<file path="config.mk">
export PLATFORM = sky130hd
export DESIGN_NAME = scu_func_int_ctrl
export DESIGN_NICKNAME = d
export VERILOG_FILES = /design/src/rtl/scu_func_int_ctrl.sv
export SDC_FILE = /design/constraint.sdc
export NUM_CORES = 1
export LEC_CHECK = 0
export CORE_ASPECT_RATIO = 0.6
export CORE_MARGIN = 2
export CORE_UTILIZATION = 30
export CTS_CLUSTER_SIZE = 40
export DETAILED_ROUTE_END_ITERATION = 6
export GPL_TIMING_DRIVEN = 0
export HOLD_SLACK_MARGIN = 0.06
export PLACE_DENSITY_LB_ADDON = 0.1
export SKIP_LAST_GASP = 1
export SYNTH_ARGS = -nofsm -noshare
export SYNTH_HDL_FRONTEND = slang
export SYNTH_SLANG_ARGS = --single-unit
export TNS_END_PERCENT = 100
</file>
<file path="constraint.sdc">
create_clock -name clk_i -period 3.3 [get_ports clk_i]
set_clock_uncertainty 0.2 [all_clocks]
set_input_delay 0.825 -clock clk_i [delete_from_list [all_inputs] [get_ports clk_i]]
set_output_delay 0.825 -clock clk_i [all_outputs]
set_load 0.05 [all_outputs]
</file>
<file path="src/rtl/scu_func_int_ctrl.sv">
// Per-bit enable/status state behind func_int_0, with source synchronisers and a registered irq line.
// Latency: sw pulse -> register 1 edge; source -> status p_sync_stages edges; register -> irq_o 1 edge.
// Backpressure: none; set/clear pulses are acted on in every cycle in which they are high.
module scu_func_int_ctrl #(
  parameter int                   p_int_num     = 32,
  parameter int                   p_sync_stages = 2,
  parameter logic [p_int_num-1:0] p_edge_mask   = '1
) (
  input  logic                 clk_i,
  input  logic                 rst_n_i,
  input  logic [p_int_num-1:0] int_src_i,
  input  logic [p_int_num-1:0] enable_set_i,
  input  logic [p_int_num-1:0] enable_clear_i,
  input  logic [p_int_num-1:0] sw_set_i,
  input  logic [p_int_num-1:0] sw_clr_i,
  output logic [p_int_num-1:0] enable_status_o,
  output logic [p_int_num-1:0] status_o,
  output logic [p_int_num-1:0] status_enabled_o,
  output logic                 irq_o
);

  logic [p_int_num-1:0] sync_src;
  logic [p_int_num-1:0] src_prev;
  logic [p_int_num-1:0] rise;
  logic [p_int_num-1:0] hw_set;
  logic [p_int_num-1:0] enable_q;
  logic [p_int_num-1:0] enable_nxt;
  logic [p_int_num-1:0] status_q;
  logic [p_int_num-1:0] status_nxt;
  logic                 irq_q;

  generate
    if (p_sync_stages == 0) begin : g_no_sync
      assign sync_src = int_src_i;
    end else begin : g_sync
      logic [p_int_num-1:0] sync_q [p_sync_stages];

      always_ff @(posedge clk_i or negedge rst_n_i) begin
        if (!rst_n_i) begin
          for (int s = 0; s < p_sync_stages; s++) begin
            sync_q[s] <= '0;
          end
        end else begin
          sync_q[0] <= int_src_i;
          for (int s = 1; s < p_sync_stages; s++) begin
            sync_q[s] <= sync_q[s-1];
          end
        end
      end

      assign sync_src = sync_q[p_sync_stages-1];
    end
  endgenerate

  // Edge bits capture only the rising edge; level bits re-assert while the source stays high,
  // which is why a software clear against an active level source has no effect.
  always_comb begin
    rise       = sync_src & ~src_prev;
    hw_set     = (rise & p_edge_mask) | (sync_src & ~p_edge_mask);
    status_nxt = hw_set | sw_set_i | (status_q & ~sw_clr_i);
    enable_nxt = (enable_q | enable_set_i) & ~enable_clear_i;
  end

  always_ff @(posedge clk_i or negedge rst_n_i) begin
    if (!rst_n_i) begin
      src_prev <= '0;
      enable_q <= '0;
      status_q <= '0;
      irq_q    <= 1'b0;
    end else begin
      src_prev <= sync_src;
      enable_q <= enable_nxt;
      status_q <= status_nxt;
      irq_q    <= |(status_q & enable_q);
    end
  end

  assign enable_status_o  = enable_q;
  assign status_o         = status_q;
  assign status_enabled_o = status_q & enable_q;
  assign irq_o            = irq_q;

endmodule

</file>
==> results of run 1 <==
==> cells by family (layout without fill, tap and decap cells) <==
family / count (synthesis) / count (layout) / synth area share [%]
other cells: 0 / 1 / 0
compound gates: 64 / 64 / 6.25
simple gates: 109 / 109 / 10.5
buf+inv: 64 / 355 / 4.69
flops: 161 / 161 / 78.6
==> cell usage in the layout (no fill, tap or decap) <==
cell type	netlist	routed
clkbuf_16	0	17
and2_4	2	2
clkdlybuf4s50_1	0	257
diode_2	0	1
buf_8	0	1
inv_1	64	64
buf_16	0	1
clkbuf_8	0	1
clkinv_4	0	1
clkbuf_1	0	2
and2_1	30	30
inv_6	0	6
clkinvlp_4	0	5
dfrtp_1	161	161
a21oi_1	32	32
nor2_1	64	64
o21ai_0	32	32
or2_2	4	4
or4_1	9	9
==> per-stage QoR <==
step / std cells / setup TNS (ns) / cell area [µm²] / hold slack, ns / total power, mW
final: 918 / 0 / 8580 / 0.142 / 4.76
after global routing: 917 / 0 / 8570 / 0.150 / 4.99
after CTS: 917 / 0 / 8570 / 0.145 / 4.84
after detailed placement: 885 / 0 / 8030 / 0.135 / 3.00
after global placement: 884 / -846.65 / 8000 / 0.131 / 2.99
after floorplan: 398 / 0 / 5130 / 0.131 / 2.56
==> worst paths after layout <==
path,from,end,slack (ns),cells past startpoint
max,enable_status_o[3]$_DFF_PN0_,status_enabled_o[3],0.46,2
min,g_sync.sync_q[37]$_DFF_PN0_,sync_src[5]$_DFF_PN0_,0.14,0
max reg2reg,status_o[24]$_DFF_PN0_,irq_o$_DFF_PN0_,0.80,4
min reg2reg,g_sync.sync_q[37]$_DFF_PN0_,sync_src[5]$_DFF_PN0_,0.14,0
max in group asynchronous,rst_n_i,status_o[20]$_DFF_PN0_,1.91,2
min in group asynchronous,rst_n_i,status_o[4]$_DFF_PN0_,0.16,1
==> sequential cells by signal, indices dropped and copies added (netlist names) <==
register / cells
enable_status_o: 32
src_prev: 32
sync_src: 32
irq_o: 1
g_sync.sync_q: 32
status_o: 32
==> power by group through the flow <==
stage	clock [mW]	combinational [mW]	sequential, mW
5_1_grt	1.97	0.857	2.16
3_3_place_gp	0	0.805	2.18
3_5_place_dp	0	0.816	2.18
6_report	1.80	0.808	2.15
4_1_cts	1.87	0.820	2.15
2_1_floorplan	0	0.199	2.36
==> cell type report <==
cell class	count	area (µm²)	area share, %
clock inverter	12	98.8	1.15
tap	228	285	3.33
multi-input combinational	173	858	10.0
clock buffer	20	447	5.21
timing repair buffer	259	2620	30.5
sequential	161	4030	47.0
inverter	64	240	2.80
antenna	1	2.50	0.0292
==> metal layers <==
layer  track usage (%)  vias to the layer above
met5                 0                        -
met4              4.18                        0
met3              6.28                        4
met2              22.8                      159
met1              20.2                     1756
li1                  -                     1812
==> critical path: cells and delay by family (launching register included) <==
kind | cells | cell delay [ns]
buffers and inverters | 1 | 0.82
flip-flops | 1 | 0.38
AND/OR/NAND/NOR | 1 | 0.21
==> results.md, run 1 <==
- Pwr dens: 555 mW/mm²
- DRC: 0
- CTS H-Tree Depth: 4
- Wire length on met2: 6080 µm
- CTS tree: yes
- Die X: 173 µm
- DR WL met3: 1150 µm
- Post-DR vias/cell: 4.06
- Pint: 3.44 mW
- Lkg Pwr: 3.88 nW
- Die Y: 105 µm
- Top FF cell, synth: dfrtp_1
- Final hold violation count: 0
- FP Rows: 36
- GRT overflow: 0
- Sequential share of power: 45.1%
- Layout area overhead: 67.3%
- Die area: 0.0182 mm²
- Io pins: 259
- Fin crit period: 2.84 ns
- Post-synth cell types: 9
- Req. time, crit path: 2.27 ns
- Slew margin rel.: 60.2%
- Clk buf depth: 2
- Syn Area/Cell: 12.9 µm²
- Post-synth top area share: 78.6%
- Clock sinks: 161
- Status: finished clean
- Initial Util: 31.1%
- Pin count of the biggest net entering global routing: 86
- Maxcap violations: 0
- Synth area leaders: dfrtp_1 79%, inv_1 4.7%, nor2_1 4.7%
- Top-count cell post-synth: dfrtp_1
- Number of synthesized flops with an enable pin: 0
- Clock Root Buffer: clkbuf_16
- Initial antenna violation count: 0
- CTS buffer count: 17
- First-pass GRT wire length: 21300 µm
- Routed WL: 13300 µm
- Number of global-route vias before repair: 3920
- Setup violations, final: 0
- Crit-path slowest cell: clkdlybuf4s50_1
- WP data arrival: 1.81 ns
- Maximum clock rate: 0.353 GHz
- CP Max Fanout: 3
- RSZ-0062 raised after global routing: no
- Asr flop ratio synth: 100%
- Crit path cell chain: and2_1, clkdlybuf4s50_1
- Drt wl/cell: 14.4 µm
- Worst-margin pin slew: 0.597 ns
- Hold buffer count at CTS: 0
- Pins over their slew limit: 0
- Area of the core: 0.0165 mm²
- Via count: 3731
- Metal-1 WL: 5970 µm
- Post_cts resized: 0
- Setup ws final: 0.464 ns
- Cell taking the most area after synthesis: dfrtp_1
- Final Cycle Share: 85.9%
- Clock Pin Slew Worst Setup and Hold Paths: 0.07 ns
- Share of cells above drive strength 1: 5.52%
- Worst-skew pair later-pin latency: 0.41 ns
- Crit. End Element: output port
- Top layer in use: met4
- Syn_nets: 560
- Final nets: 838
- Setup repair bufs after CTS: 0
- Hold crit path type: reg2reg
- DRT antenna net count: 0
- Fin util: 52.0%
- Seq/Total Area, Yosys: 78.6%
- Pre-CTS setup slack: 0.803 ns
- Yosys warning total: 0
- Cell area after synthesis: 0.00513 mm²
- Clk pwr share: 37.9%
- 1st-pass router iterations: 4
- Fillers: 1469
- Net Sw Frac: 27.7%
- NetSw: 1.32 mW
- Post-Syn Instances: 398
- HPWL after detailed placement: 10100 µm
- CP Launch Type: flip-flop
- RePlAce Congestion: 0.856
- Overall routing resource usage: 15.2%
- WS Path Type: reg2out
- Flops & latches, synth: 161
- Peak supply drop: 327 µV
- Power share of the combinational group: 17.0%
- Max incr delay on CP: 0.82 ns
- Port bufs: 258
- Initial DRC count: 258
- Commonest cells post-synth: 161 x dfrtp_1, 64 x inv_1, 64 x nor2_1, 32 x a21oi_1, 32 x o21ai_0
No activity file was read; power rests on OpenSTA's default activity.
==> run 2: changes to the inputs <==
==> constraint.sdc (replaced) <==
create_clock -name clk_i -period 2.74 [get_ports clk_i]
set_clock_uncertainty 0.2 [all_clocks]
set_input_delay 0.685 -clock clk_i [delete_from_list [all_inputs] [get_ports clk_i]]
set_output_delay 0.685 -clock clk_i [all_outputs]
set_load 0.05 [all_outputs]
==> run 2 against run 1 <==
Effect of this change: cell count down 0.22%; combinational power is 21% higher; critical endpoint is now status_enabled_o[23]; largest cell class unchanged; largest power group unchanged; die area stayed put; critical path depth stayed put; clock power up 37%.
==> results.md, run 2 (same netlist as run 1, synthesis figures left out) <==
- Layout area overhead: 68.9%
- Initial DRC count: 103 (-60%)
- Peak supply drop: 266 µV (-19%)
- Clock sinks: 161 (unchanged)
- Crit path cell chain: and2_2, clkdlybuf4s50_1
- Fin crit period: 2.68 ns
- Max incr delay on CP: 0.81 ns (about the same)
- Setup violations, final: 0 (unchanged)
- Commonest non-fill, non-tap cell in the layout: clkdlybuf4s50_1
- Maxcap violations: 0 (unchanged)
- GRT overflow: 0 (unchanged)
- Pin count of the biggest net entering global routing: 86 (unchanged)
- Setup repair bufs after CTS: 0 (unchanged)
- CTS buffer count: 17 (unchanged)
- Crit. End Element: output port
- Req. time, crit path: 1.86 ns (-0.41 ns)
- Worst path bufs/invs: 1 (unchanged)
- RePlAce Congestion: 0.860 (+0.46%)
- Clk buf depth: 2 (unchanged)
- Routed WL: 13500 µm (+2.1%)
- Pwr dens: 696 mW/mm² (+25%)
- WP data arrival: 1.79 ns (-0.02 ns)
- Final hold violation count: 0 (unchanged)
- Maximum clock rate: 0.374 GHz
- Total power: 6.03 mW (+27%)
- Final nets: 839 (+0.12%)
- Setup ws final: 0.0643 ns (-0.400 ns)
- Fillers: 1471 (+0.14%)
- HPWL after detailed placement: 10300 µm (+1.0%)
- Commonest non-fill, non-tap cells in the layout: 251 x clkdlybuf4s50_1, 161 x dfrtp_1, 64 x nor2_1, 64 x inv_1
- Placed Cells: 885 (unchanged)
- Worst-skew pair later-pin latency: 0.41 ns (about the same)
- Area of the core: 0.0165 mm² (unchanged)
- Fin util: 52.5% (+0.52 points)
- Post-DR vias/cell: 4.13 (+1.6%)
- DRC: 0 (unchanged)
- Share of cells above drive strength 1: 5.52% (+0.0080 points)
- Hold slack: 0.143 ns (+0.00109 ns)
- CP Max Fanout: 3 (unchanged)
- CP Launch Type: flip-flop
- Lkg Pwr: 4.00 nW (+3.0%)
- Final TNS setup: 0 ns (unchanged)
- Final antenna diode count: 0 (-1)
- Io pins: 259 (unchanged)
- Initial antenna violation count: 1 (+1)
- Pins over their slew limit: 0 (unchanged)
- DRT antenna net count: 0 (unchanged)
- Drt wl/cell: 14.8 µm (+2.4%)
- First-pass GRT wire length: 21700 µm (+1.7%)
- Sequential cell area: 0.00403 mm² (unchanged)
- Via count: 3784 (+1.4%)
- Worst-margin pin slew: 0.589 ns (-0.00839 ns)
- Pre-CTS setup slack: 0.176 ns (-0.626 ns)
- Post-route cell area: 0.00866 mm² (+1.0%)
- Die X: 173 µm (unchanged)
- Slew margin rel.: 60.7% (+0.56 points)
- Hold crit path type: reg2reg
- Post-route insts no fill: 916 (-0.22%)
- Number of global-route vias before repair: 4040 (+3.1%)
- Die Y: 105 µm (unchanged)
- Area post-placement: 0.00803 mm² (about the same)
- Area of the multi-input gates: 860 µm² (+0.15%)
- Initial Util: 31.1% (unchanged)
- Status: finished clean
- Clock Root Buffer: clkbuf_16
- RSZ-0062 raised after global routing: no
- WS Path Type: reg2out
- Die area: 0.0182 mm² (unchanged)
- Clock Pin Slew Worst Setup and Hold Paths: 0.06 ns (about the same)
- Reg2Reg Setup Slack: 0.18 ns (-0.62 ns)
- 1st-pass router iterations: 4 (unchanged)
- CTS tree: yes
- Final Cycle Share: 97.7%
- CTS H-Tree Depth: 4 (unchanged)
- Top Family by Delay on Critical Path: buffers and inverters
- Port bufs: 258 (unchanged)
- Crit-path slowest cell: clkdlybuf4s50_1
- FP Rows: 36 (unchanged)
- Overall routing resource usage: 15.5% (+0.30 points)
## run 2: final timing paths
kind                                        startpoint                           end  cells after the start
setup / recovery                status_o[23]$_DFF_PN0_          status_enabled_o[23]                      2
hold / removal             g_sync.sync_q[44]$_DFF_PN0_        sync_src[12]$_DFF_PN0_                      0
setup reg to reg                status_o[23]$_DFF_PN0_               irq_o$_DFF_PN0_                      4
hold reg to reg            g_sync.sync_q[44]$_DFF_PN0_        sync_src[12]$_DFF_PN0_                      0
max in group asynchronous                      rst_n_i        src_prev[28]$_DFF_PN0_                      3
min in group asynchronous                      rst_n_i  enable_status_o[3]$_DFF_PN0_                      2
## run 2: timing repair
action                                  in CTS  in global routing
hold buffers                                 1                  0
hold endpoints to repair                     9                  0
resized for setup                            1                  5
endpoints found under the setup margin       1                  5
## run 2: area by class of cell
class | count | share of cell area [%]
clock buffers | 18 | 4.95
well taps | 228 | 3.29
inverters | 64 | 2.77
clock inverters | 12 | 2.11
repair buffers | 260 | 30.4
multi-input cells | 173 | 9.92
flip-flops and latches | 161 | 46.5
## run 2: routing by layer
metal  routed length [µm]  share of wire [%]  up-vias  track usage, %
met5                    0                  0        -               0
met4                  159                1.2        0            5.21
met3                 1280                9.5       12            6.13
met2                 6120                 45      174            24.0
met1                 5970                 44     1797            19.9
li1                     -                  -     1801               -
## run 2: where the power goes
group | switching (mW) | total, mW | internal (mW)
registers | 0.0756 | 2.59 | 2.51
logic | 0.548 | 0.975 | 0.428
clock network | 0.937 | 2.46 | 1.53
total | 1.56 | 6.03 | 4.47
